--- config.mk ---
export PLATFORM = sky130hd
export DESIGN_NAME = alu_issue_ctrl_flat
export DESIGN_NICKNAME = d
export VERILOG_FILES = /design/src/rtl/alu_issue_ctrl_if.sv /design/src/rtl/alu_issue_ctrl.sv /design/src/flat_wrapper.sv
export SDC_FILE = /design/constraint.sdc
export NUM_CORES = 1
export LEC_CHECK = 0
export ABC_CLOCK_PERIOD_IN_PS = 1450
export BUFFER_PORTS_ARGS = -buffer_cell sky130_fd_sc_hd__buf_4
export CAP_MARGIN = 0
export CORE_MARGIN = 2
export CORE_UTILIZATION = 41
export DETAILED_ROUTE_END_ITERATION = 16
export PLACE_DENSITY = 0.76
export SLEW_MARGIN = 15
export SYNTH_ARGS = -nofsm -noshare
export SYNTH_HDL_FRONTEND = slang
export SYNTH_SLANG_ARGS = --single-unit
--- constraint.sdc ---
create_clock -name clk -period 1.45 [get_ports clk]
set_input_delay 0.2175 -clock clk [delete_from_list [all_inputs] [get_ports clk]]
set_output_delay 0.2175 -clock clk [all_outputs]
set_load 0.1 [all_outputs]
--- src/rtl/alu_issue_ctrl_if.sv ---
// Request, ALU and result signals between issue logic, the ALU and the result consumer.
// The master modport is the issue controller. The slave modport is its environment:
// the producer, the combinational ALU and the consumer.
interface alu_issue_ctrl_if;
  // Request handshake from decode/issue
  logic        in_valid;
  logic        in_ready;
  logic [1:0]  alu_op;
  logic [5:0]  funct;
  logic [31:0] src_a;
  logic [31:0] src_b;

  // Drive toward the combinational ALU, and its result
  logic [3:0]  ctl_lines;
  logic [31:0] op_a;
  logic [31:0] op_b;
  logic [31:0] alu_result;

  // Result handshake toward the consumer
  logic        res_valid;
  logic        res_ready;
  logic [31:0] res_data;
  logic        res_err;

  // Status
  logic        busy;

  modport master (
    input  in_valid, alu_op, funct, src_a, src_b, alu_result, res_ready,
    output in_ready, ctl_lines, op_a, op_b, res_valid, res_data, res_err, busy
  );

  modport slave (
    output in_valid, alu_op, funct, src_a, src_b, alu_result, res_ready,
    input  in_ready, ctl_lines, op_a, op_b, res_valid, res_data, res_err, busy
  );
endinterface

--- src/rtl/alu_issue_ctrl.sv ---
// ALU issue controller. It accepts one decoded operation at a time and maps it to an
// ALU control code. It holds control and operands on the ALU for an op-dependent
// number of cycles, then returns the registered result. Unsupported operations are
// flagged through res_err and return a zero result.
module alu_issue_ctrl #(
  parameter int unsigned MUL_LAT = 3  // cycles multiply is held on the ALU, 1..15
) (
  input  logic             clk,
  input  logic             rst_n,
  alu_issue_ctrl_if.master bus
);

  localparam logic [3:0] CTL_ADD = 4'b0010;
  localparam logic [3:0] CTL_SUB = 4'b0011;
  localparam logic [3:0] CTL_MUL = 4'b0100;
  localparam logic [3:0] CTL_NOP = 4'b0000;
  localparam logic [3:0] MUL_CNT = 4'(MUL_LAT);

  if (MUL_LAT < 1 || MUL_LAT > 15) begin : g_bad_mul_lat
    $error("alu_issue_ctrl: MUL_LAT must be in 1..15");
  end

  typedef enum logic [1:0] {
    S_IDLE,
    S_EXEC,
    S_DONE
  } state_e;

  state_e      state_q;
  logic [3:0]  cnt_q;
  logic [3:0]  ctl_q;
  logic [31:0] op_a_q;
  logic [31:0] op_b_q;
  logic        err_q;
  logic [31:0] res_data_q;
  logic        res_err_q;
  logic        res_valid_q;
  logic        in_ready_q;
  logic        busy_q;

  logic [3:0]  ctl_d;
  logic        err_d;
  logic [3:0]  cnt_load_d;

  // Decode the incoming request into an ALU control code, an error flag and a hold count.
  always_comb begin
    // NOTE: every output gets a default first so that no path leaves it unassigned,
    // which would otherwise infer a latch.
    ctl_d = CTL_NOP;
    err_d = 1'b1;
    unique case (bus.alu_op)
      2'b00: begin ctl_d = CTL_ADD; err_d = 1'b0; end
      2'b01: begin ctl_d = CTL_SUB; err_d = 1'b0; end
      2'b10: begin
        unique case (bus.funct)
          6'b100000: begin ctl_d = CTL_ADD; err_d = 1'b0; end
          6'b100010: begin ctl_d = CTL_SUB; err_d = 1'b0; end
          6'b011000: begin ctl_d = CTL_MUL; err_d = 1'b0; end
          default:   begin ctl_d = CTL_NOP; err_d = 1'b1; end
        endcase
      end
      default: begin ctl_d = CTL_NOP; err_d = 1'b1; end
    endcase
    cnt_load_d = (ctl_d == CTL_MUL) ? MUL_CNT : 4'd1;
  end

  // Issue FSM. Handshake and status outputs are registered with the state.
  always_ff @(posedge clk) begin
    // NOTE: sequential state uses non-blocking assignments only. All updates then
    // see the pre-edge values, regardless of statement order.
    if (!rst_n) begin
      state_q     <= S_IDLE;
      cnt_q       <= 4'd0;
      ctl_q       <= CTL_NOP;
      op_a_q      <= 32'd0;
      op_b_q      <= 32'd0;
      err_q       <= 1'b0;
      res_data_q  <= 32'd0;
      res_err_q   <= 1'b0;
      res_valid_q <= 1'b0;
      in_ready_q  <= 1'b1;
      busy_q      <= 1'b0;
    end else begin
      unique case (state_q)
        S_IDLE: begin
          if (bus.in_valid) begin
            op_a_q     <= bus.src_a;
            op_b_q     <= bus.src_b;
            ctl_q      <= ctl_d;
            err_q      <= err_d;
            cnt_q      <= cnt_load_d;
            in_ready_q <= 1'b0;
            busy_q     <= 1'b1;
            state_q    <= S_EXEC;
          end
        end
        S_EXEC: begin
          cnt_q <= cnt_q - 4'd1;
          if (cnt_q == 4'd1) begin
            res_data_q  <= err_q ? 32'd0 : bus.alu_result;
            res_err_q   <= err_q;
            res_valid_q <= 1'b1;
            state_q     <= S_DONE;
          end
        end
        S_DONE: begin
          // ctl_lines returns to NOP in IDLE. Operands keep their last values.
          if (bus.res_ready) begin
            ctl_q       <= CTL_NOP;
            res_valid_q <= 1'b0;
            in_ready_q  <= 1'b1;
            busy_q      <= 1'b0;
            state_q     <= S_IDLE;
          end
        end
        default: begin
          ctl_q       <= CTL_NOP;
          res_valid_q <= 1'b0;
          in_ready_q  <= 1'b1;
          busy_q      <= 1'b0;
          state_q     <= S_IDLE;
        end
      endcase
    end
  end

  assign bus.in_ready  = in_ready_q;
  assign bus.busy      = busy_q;
  assign bus.ctl_lines = ctl_q;
  assign bus.op_a      = op_a_q;
  assign bus.op_b      = op_b_q;
  assign bus.res_valid = res_valid_q;
  assign bus.res_data  = res_data_q;
  assign bus.res_err   = res_err_q;

endmodule

--- src/flat_wrapper.sv ---
// flat-port wrapper written by rule: the top's interface ports become plain ports
module alu_issue_ctrl_flat 
#(
  parameter int unsigned MUL_LAT = 3                                              
)
  (clk, rst_n, bus_in_valid, bus_alu_op, bus_funct, bus_src_a, bus_src_b, bus_alu_result, bus_res_ready, bus_in_ready, bus_ctl_lines, bus_op_a, bus_op_b, bus_res_valid, bus_res_data, bus_res_err, bus_busy);
  alu_issue_ctrl_if bus_i ();
  input  logic clk;
  input  logic rst_n;
  input wire logic [$bits(bus_i.in_valid)-1:0] bus_in_valid;
  input wire logic [$bits(bus_i.alu_op)-1:0] bus_alu_op;
  input wire logic [$bits(bus_i.funct)-1:0] bus_funct;
  input wire logic [$bits(bus_i.src_a)-1:0] bus_src_a;
  input wire logic [$bits(bus_i.src_b)-1:0] bus_src_b;
  input wire logic [$bits(bus_i.alu_result)-1:0] bus_alu_result;
  input wire logic [$bits(bus_i.res_ready)-1:0] bus_res_ready;
  output wire logic [$bits(bus_i.in_ready)-1:0] bus_in_ready;
  output wire logic [$bits(bus_i.ctl_lines)-1:0] bus_ctl_lines;
  output wire logic [$bits(bus_i.op_a)-1:0] bus_op_a;
  output wire logic [$bits(bus_i.op_b)-1:0] bus_op_b;
  output wire logic [$bits(bus_i.res_valid)-1:0] bus_res_valid;
  output wire logic [$bits(bus_i.res_data)-1:0] bus_res_data;
  output wire logic [$bits(bus_i.res_err)-1:0] bus_res_err;
  output wire logic [$bits(bus_i.busy)-1:0] bus_busy;
  assign bus_i.in_valid = bus_in_valid;
  assign bus_i.alu_op = bus_alu_op;
  assign bus_i.funct = bus_funct;
  assign bus_i.src_a = bus_src_a;
  assign bus_i.src_b = bus_src_b;
  assign bus_i.alu_result = bus_alu_result;
  assign bus_i.res_ready = bus_res_ready;
  assign bus_in_ready = bus_i.in_ready;
  assign bus_ctl_lines = bus_i.ctl_lines;
  assign bus_op_a = bus_i.op_a;
  assign bus_op_b = bus_i.op_b;
  assign bus_res_valid = bus_i.res_valid;
  assign bus_res_data = bus_i.res_data;
  assign bus_res_err = bus_i.res_err;
  assign bus_busy = bus_i.busy;
  alu_issue_ctrl #(.MUL_LAT(MUL_LAT)) u_core (.clk(clk), .rst_n(rst_n), .bus(bus_i));
endmodule
==> metrics.md, run 1 <==
| Metric | Value |
|---|---|
| Mapped cell area | `4115 µm²` |
| GPL Wtd Cong | `0.7861` |
| Inserted Diodes | `0` |
| Worst Path Arrival | `1850 ps` |
| # clock sinks | `110` |
| Post-synth EDFFs | `0` |
| Vias in the first global route | `3895` |
| Req. time, crit path | `1740 ps` |
| Die W | `104.2 µm` |
| Fin crit share | `107.3%` |
| Detailed Place HPWL | `8396 µm` |
| Iteration count of the initial detailed-routing pass | `4` |
| CTS tree | `built` |
| Maximum VDD drop | `0.5589 mV` |
| Pwr per Cell Area | `1221 nW/µm²` |
| Initial Utilization | `42.10%` |
| First-pass GRT wire length | `18670 µm` |
| Multi-input gate area | `1745 µm²` |
| Setup slack after layout | `-105.2 ps` |
| Total GRT Usage | `20.76%` |
| Total wire length | `12100 µm` |
| DRT iter0 DRCs | `271` |
| Vias | `4122` |
| Worst Skew | `12.28 ps` |
| Crit path max fanout | `8` |
| DRC errors left | `0` |
| Proportion of layout cells with a drive suffix above 1 | `36.78%` |
| Slew Viols, Final | `0` |
| Syn Nets | `613` |
| Failing checks | `negative setup slack` |
| Hold Buf Count CTS | `0` |
| Reg2Reg Capture Point | `u_core.bus.res_data[2]` |
| Port Buffers | `210` |
| Clock slew at reported path FFs | `110 ps` |
| Post-synth cell types | `34` |
| Yosys warns | `0` |
| Final setup vio count | `33` |
| Async S/R FF share, synth | `0%` |
| Total power | `7.569 mW` |
| Post-synthesis instance total | `503` |
| H-tree depth | `3` |
| Startpoint Class | `flip-flop` |
| Largest net degree at the start of global routing | `64` |
| Final Hold Viols | `0` |
| DIE AREA | `10850 µm²` |
| FF-to-FF Start | `u_core.cnt_q[1]` |
| Hold WC Path Type | `in2reg` |
| Row count | `36` |
| CTS max path bufs | `2` |
| Fin crit period | `1555 ps` |
| TNS Setup | `-1860 ps` |
| Clock root buffer | `clkbuf_8` |
| R2R Setup Slk | `-110 ps` |
| Critical path endpoint category | `flip-flop` |
| Hold slack | `59.36 ps` |
| Total gr overflow | `0` |
| Initial antenna violation count | `0` |
| Fin nets | `812` |
| Worst Setup SP | `u_core.cnt_q[1]` |
| Clk_lat worst skew | `360 ps` |
| Vias per inst | `4.907` |
| Die height | `104.2 µm` |
| Synthesis-stage register bit count | `110` |
| Register area share after synthesis | `53.51%` |
| Fmax achieved | `643.0 MHz` |
| Critical Path End | `u_core.bus.res_data[2]` |
| Synth Flop Type | `dfxtp_1` |
| Main area contributors after synthesis | `dfxtp_1 54%, nand2_1 15%, a21oi_1 13%, nand3b_1 5.8%, buf_2 1.6%` |
| Core ar. | `9774 µm²` |
| Placed cell count | `819` |
| Syn avg cell area | `8.181 µm²` |
| Largest area contributor in the synthesized netlist | `dfxtp_1` |
| Critical path type | `reg2reg` |
| CTS buffer count | `9` |
| IO Pins | `212` |
| Area delta synth->final | `50.59%` |
| Remaining antenna violation count | `0` |
| Sequential cell area | `2208 µm²` |
| RSZ-0062 raised after global routing | `true` |
| FILL cells | `837` |
| Post-route insts no fill | `840` |
| Status | `complete, but fails checks` |
| Depth of the most critical reg-to-reg path | `8` |
| Synth top area share | `53.51%` |
| Max-cap violations | `0` |
| Routed len/inst | `14.40 µm` |
| Post-placement setup slack | `-72.81 ps` |
| Lkg Pwr | `2.664 nW` |
flip-flops by register name (all words and copies together) (netlist names):
register and flops:
u_core.bus.res_err 1, u_core.state_q 2, u_core.bus.busy 1, u_core.bus.op_b 32, u_core.bus.in_ready 1, u_core.cnt_q 4, u_core.bus.op_a 32, u_core.bus.ctl_lines 3
u_core.bus.res_data 32, u_core.bus.res_valid 1, u_core.err_q 1
synthesized netlist by cell type, types with 2 or more instances:
cell and instances:
nand3_1 4, nor3_1 2, buf_2 13, a22oi_1 2
buf_4 4, nor2_1 10, ha_1 2, mux2_2 2
o21ai_0 4, nand2_1 167, a21oi_1 105, nor2b_1 3
inv_1 4, buf_6 4, nand3b_1 32, dfxtp_1 110
nand2b_1 2, clkbuf_1 17
how the worst min path moves through the flow:
stage           from                   to  slack [ps]  cells after the start
2_1_floorplan  rst_n  u_core.bus.in_ready         280                      1
3_3_place_gp   rst_n  u_core.bus.in_ready         430                      2
3_5_place_dp   rst_n  u_core.bus.in_ready         440                      2
4_1_cts        rst_n  u_core.bus.in_ready          40                      2
5_1_grt        rst_n  u_core.bus.in_ready          70                      2
6_report       rst_n  u_core.bus.in_ready          60                      2
layout make-up:
class                           count  area share (%)
Sequential cell                   110           35.64
Timing Repair Buffer              226           30.10
Multi-Input combinational cell    350           28.16
Tap cell                          133           2.685
Clock buffer                       11           2.443
Clock inverter                      5          0.6461
Inverter                            5          0.3230
worst max-delay path: stages (launching register included):
cell and delay, ps:
dfxtp_2 340, inv_2 80, ha_4 130, nor3b_4 210, nor2b_4 200, buf_12 140
buf_6 140, nand3b_1 90, a21oi_1 160
stage by stage:
stage | cell area (µm²) | utilization [%]
3_5_place_dp | 5844 | 59.79
2_1_floorplan | 4115 | -
4_1_cts | 6050 | 61.89
3_3_place_gp | 5844 | 59.79
5_1_grt | 6197 | 63.40
6_report | 6197 | 63.40
power by group:
part,switching [mW],leakage [nW],internal [mW]
clock,1.05,0.0939,0.736
combinational,1.75,1.67,0.703
sequential,0.118,0.900,3.21
routing by layer:
| metal | up-vias | wire length (µm) | GRT usage, % | part of all wire [%] |
|---|---|---|---|---|
| li1 | 2049 | - | - | - |
| met1 | 1906 | 4793 | 24.34 | 40 |
| met2 | 150 | 6264 | 37.08 | 52 |
| met3 | 17 | 783 | 4.323 | 6.5 |
| met4 | 0 | 259 | 8.012 | 2.1 |
| met5 | - | 0 | 0 | 0 |
cells in the final DEF (no fill, tap or decap), types with 2 or more instances in the layout:
cell,instances
a21oi_1,100
a21oi_2,5
a22oi_1,2
buf_12,9
buf_4,213
clkbuf_16,3
clkbuf_8,11
clkinv_2,2
clkinvlp_4,2
dfxtp_1,107
dfxtp_2,2
inv_1,3
mux2_2,2
nand2_1,167
nand3_1,4
nand3b_1,32
nor2_1,10
nor2b_1,2
nor2b_4,2
nor3_1,2
o21ai_0,4
timing repair:
action,in CTS,in global routing
buffers inserted,0,1
pin swaps,1,41
gates cloned,0,4
setup endpoints to repair,33,100
gates resized for setup,4,12
endpoints found under the hold margin,0,0
cell families after synthesis:
logic type	synth area share, %
buffers and inverters	5.412
and+or+nand+nor	24.96
adders and majority gates	0.6080
DFF	53.51
muxes	0.5472
AOI/OAI and AO/OA	14.87
other	0.09113
(Power assumes the default switching activity.)
==> run 2: changes to the inputs <==
- CORE_UTILIZATION: 41 -> 42
- CTS_BUF_LIST: default -> sky130_fd_sc_hd__clkbuf_4 sky130_fd_sc_hd__clkbuf_8
- PLACE_DENSITY: 0.76 -> 0.78
==> metrics.md, run 2 (synthesized netlist as in run 1, its figures left out) <==
| Metric | Value |
|---|---|
| # clock sinks | `110` |
| Slew Viols, Final | `0` |
| Clock share of power | `22.8%` |
| Fin crit period | `1589 ps` |
| Worst Path Arrival | `1890 ps` |
| Total wire length | `12450 µm` |
| Iteration count of the initial detailed-routing pass | `4` |
| CP Cell Sequence | `nand2b_1 > nor2b_4 > buf_6 > buf_12 > nand3b_1 > a21oi_1` |
| Max-cap violations | `0` |
| Port Buffers | `210` |
| Startpoint Class | `flip-flop` |
| Final Hold Viols | `0` |
| CTS tree | `built` |
| Maximum VDD drop | `0.5192 mV` |
| Critical path type | `reg2reg` |
| Detailed Place HPWL | `8362 µm` |
| Initial Utilization | `42.69%` |
| Slowest CP cell | `dfxtp_1` |
| H-tree depth | `3` |
| Final Instance Area | `6251 µm²` |
| Area delta synth->final | `51.90%` |
| Post-layout util | `64.85%` |
| First-pass GRT wire length | `17770 µm` |
| Failing checks | `negative setup slack` |
| Commonest non-fill, non-tap cell in the layout | `buf_4` |
| Total GRT Usage | `21.45%` |
| Req. time, crit path | `1750 ps` |
| Int Power | `4.700 mW` |
| Vias per inst | `4.947` |
| Fmax achieved | `629.2 MHz` |
| Core ar. | `9639 µm²` |
| Hold WC Path Type | `in2reg` |
| Row count | `36` |
| Fin crit share | `109.6%` |
| Placed cell areas | `5826 µm²` |
| Initial antenna violation count | `0` |
| Die height | `103.0 µm` |
| DRC errors left | `0` |
| Final setup vio count | `33` |
| Switching pwr | `2.843 mW` |
| Clk_lat worst skew | `360 ps` |
| Status | `complete, but fails checks` |
| Largest net degree at the start of global routing | `77` |
| Post-placement setup slack | `-91.57 ps` |
| Routed len/inst | `14.72 µm` |
| Vias in the first global route | `3745` |
| Clock root buffer | `clkbuf_8` |
| GPL Wtd Cong | `0.7547` |
| CTS max path bufs | `2` |
| Total gr overflow | `0` |
| Critical path endpoint category | `flip-flop` |
| DIE AREA | `10610 µm²` |
| Fin nets | `820` |
| Flop pwr share | `44.1%` |
| Comb pwr share | `33.1%` |
| Slowest cell delay on critical path | `540 ps` |
| Crit path max fanout | `10` |
| Proportion of layout cells with a drive suffix above 1 | `37.17%` |
| DRT iter0 DRCs | `146` |
| Worst Skew | `7.308 ps` |
| Die W | `103.0 µm` |
| Inserted Diodes | `0` |
| IO Pins | `212` |
| Vias | `4185` |
| Clock slew at reported path FFs | `100 ps` |
| Remaining antenna violation count | `0` |
| RSZ-0062 raised after global routing | `true` |
| Total power | `7.543 mW` |
| Setup slack after layout | `-139.4 ps` |
| CTS buffer count | `9` |
| Pwr per Cell Area | `1207 nW/µm²` |
| Most frequent cells in the layout | `221 x buf_4, 167 x nand2_1, 108 x dfxtp_1, 101 x a21oi_1, 32 x nand3b_1` |
| Lkg Pwr | `2.708 nW` |
| Net Sw Frac | `37.69%` |
| Hold slack | `58.05 ps` |
run 2: changes by cell type in the layout (fill, tap and decap cells not counted), moves of 2 or more:
cell | previous run | this run
buf_12 | 9 | 7
buf_16 | 0 | 3
clkinvlp_4 | 2 | 0
buf_4 | 213 | 221
clkbuf_16 | 3 | 1
run 2: power groups by stage:
stage | clock [mW] | sequential (mW) | combinational (mW)
3_3_place_gp | 0 | 3.38 | 2.34
5_1_grt | 1.90 | 3.35 | 2.61
2_1_floorplan | 0 | 4.57 | 0.530
3_5_place_dp | 0 | 3.39 | 2.37
4_1_cts | 1.78 | 3.32 | 2.46
6_report | 1.72 | 3.32 | 2.50
run 2: layer usage:
metal	vias to the layer above	share of wire, %	track usage [%]	routed length [µm]
met2	147	52	37.46	6467
met4	0	1.9	8.704	234
li1	2058	-	-	-
met1	1958	39	24.63	4864
met3	22	7.1	6.169	886
met5	-	0	0	0
run 2: cell type report:
class / instances / area (µm²)
fillers: 839 / 3388
flip-flops and latches: 110 / 2205
repair buffers: 234 / 1929
multi-input cells: 350 / 1754
clock buffers: 13 / 172.7
well taps: 133 / 166.4
inverters: 5 / 18.77
clock inverters: 1 / 5.005
run 2: metrics by stage:
step | instances | setup TNS, ps
floorplan | 503 | 0
global placement | 820 | 0
detailed placement | 820 | -557.0
CTS | 843 | -233.3
global route | 846 | -4492
finish | 846 | -2126
run 2: worst max-delay path: cells and delay by family, from the launching register on:
| family | cells | cell delay [ps] |
|---|---|---|
| AOI/OAI and AO/OA | 1 | 160 |
| and+or+nand+nor | 3 | 540 |
| buffers and inverters | 2 | 290 |
| DFF | 1 | 540 |
run 2: final timing paths:
kind	startpoint	end	slack, ps	depth (start not counted)
setup reg to reg	u_core.state_q[0]	u_core.bus.res_data[20]	-140	6
setup / recovery	u_core.state_q[0]	u_core.bus.res_data[20]	-140	6
hold reg to reg	u_core.bus.op_b[28]	u_core.bus.op_b[28]	460	2
hold / removal	rst_n	u_core.bus.in_ready	60	2
run 2: repair_timing:
item / CTS / global route
gates cloned: 3 / 2
setup endpoints to repair: 33 / 94
hold buffers: 0 / 0
resized for setup: 12 / 7
pin swaps: 26 / 23
buffers inserted: 7 / 1
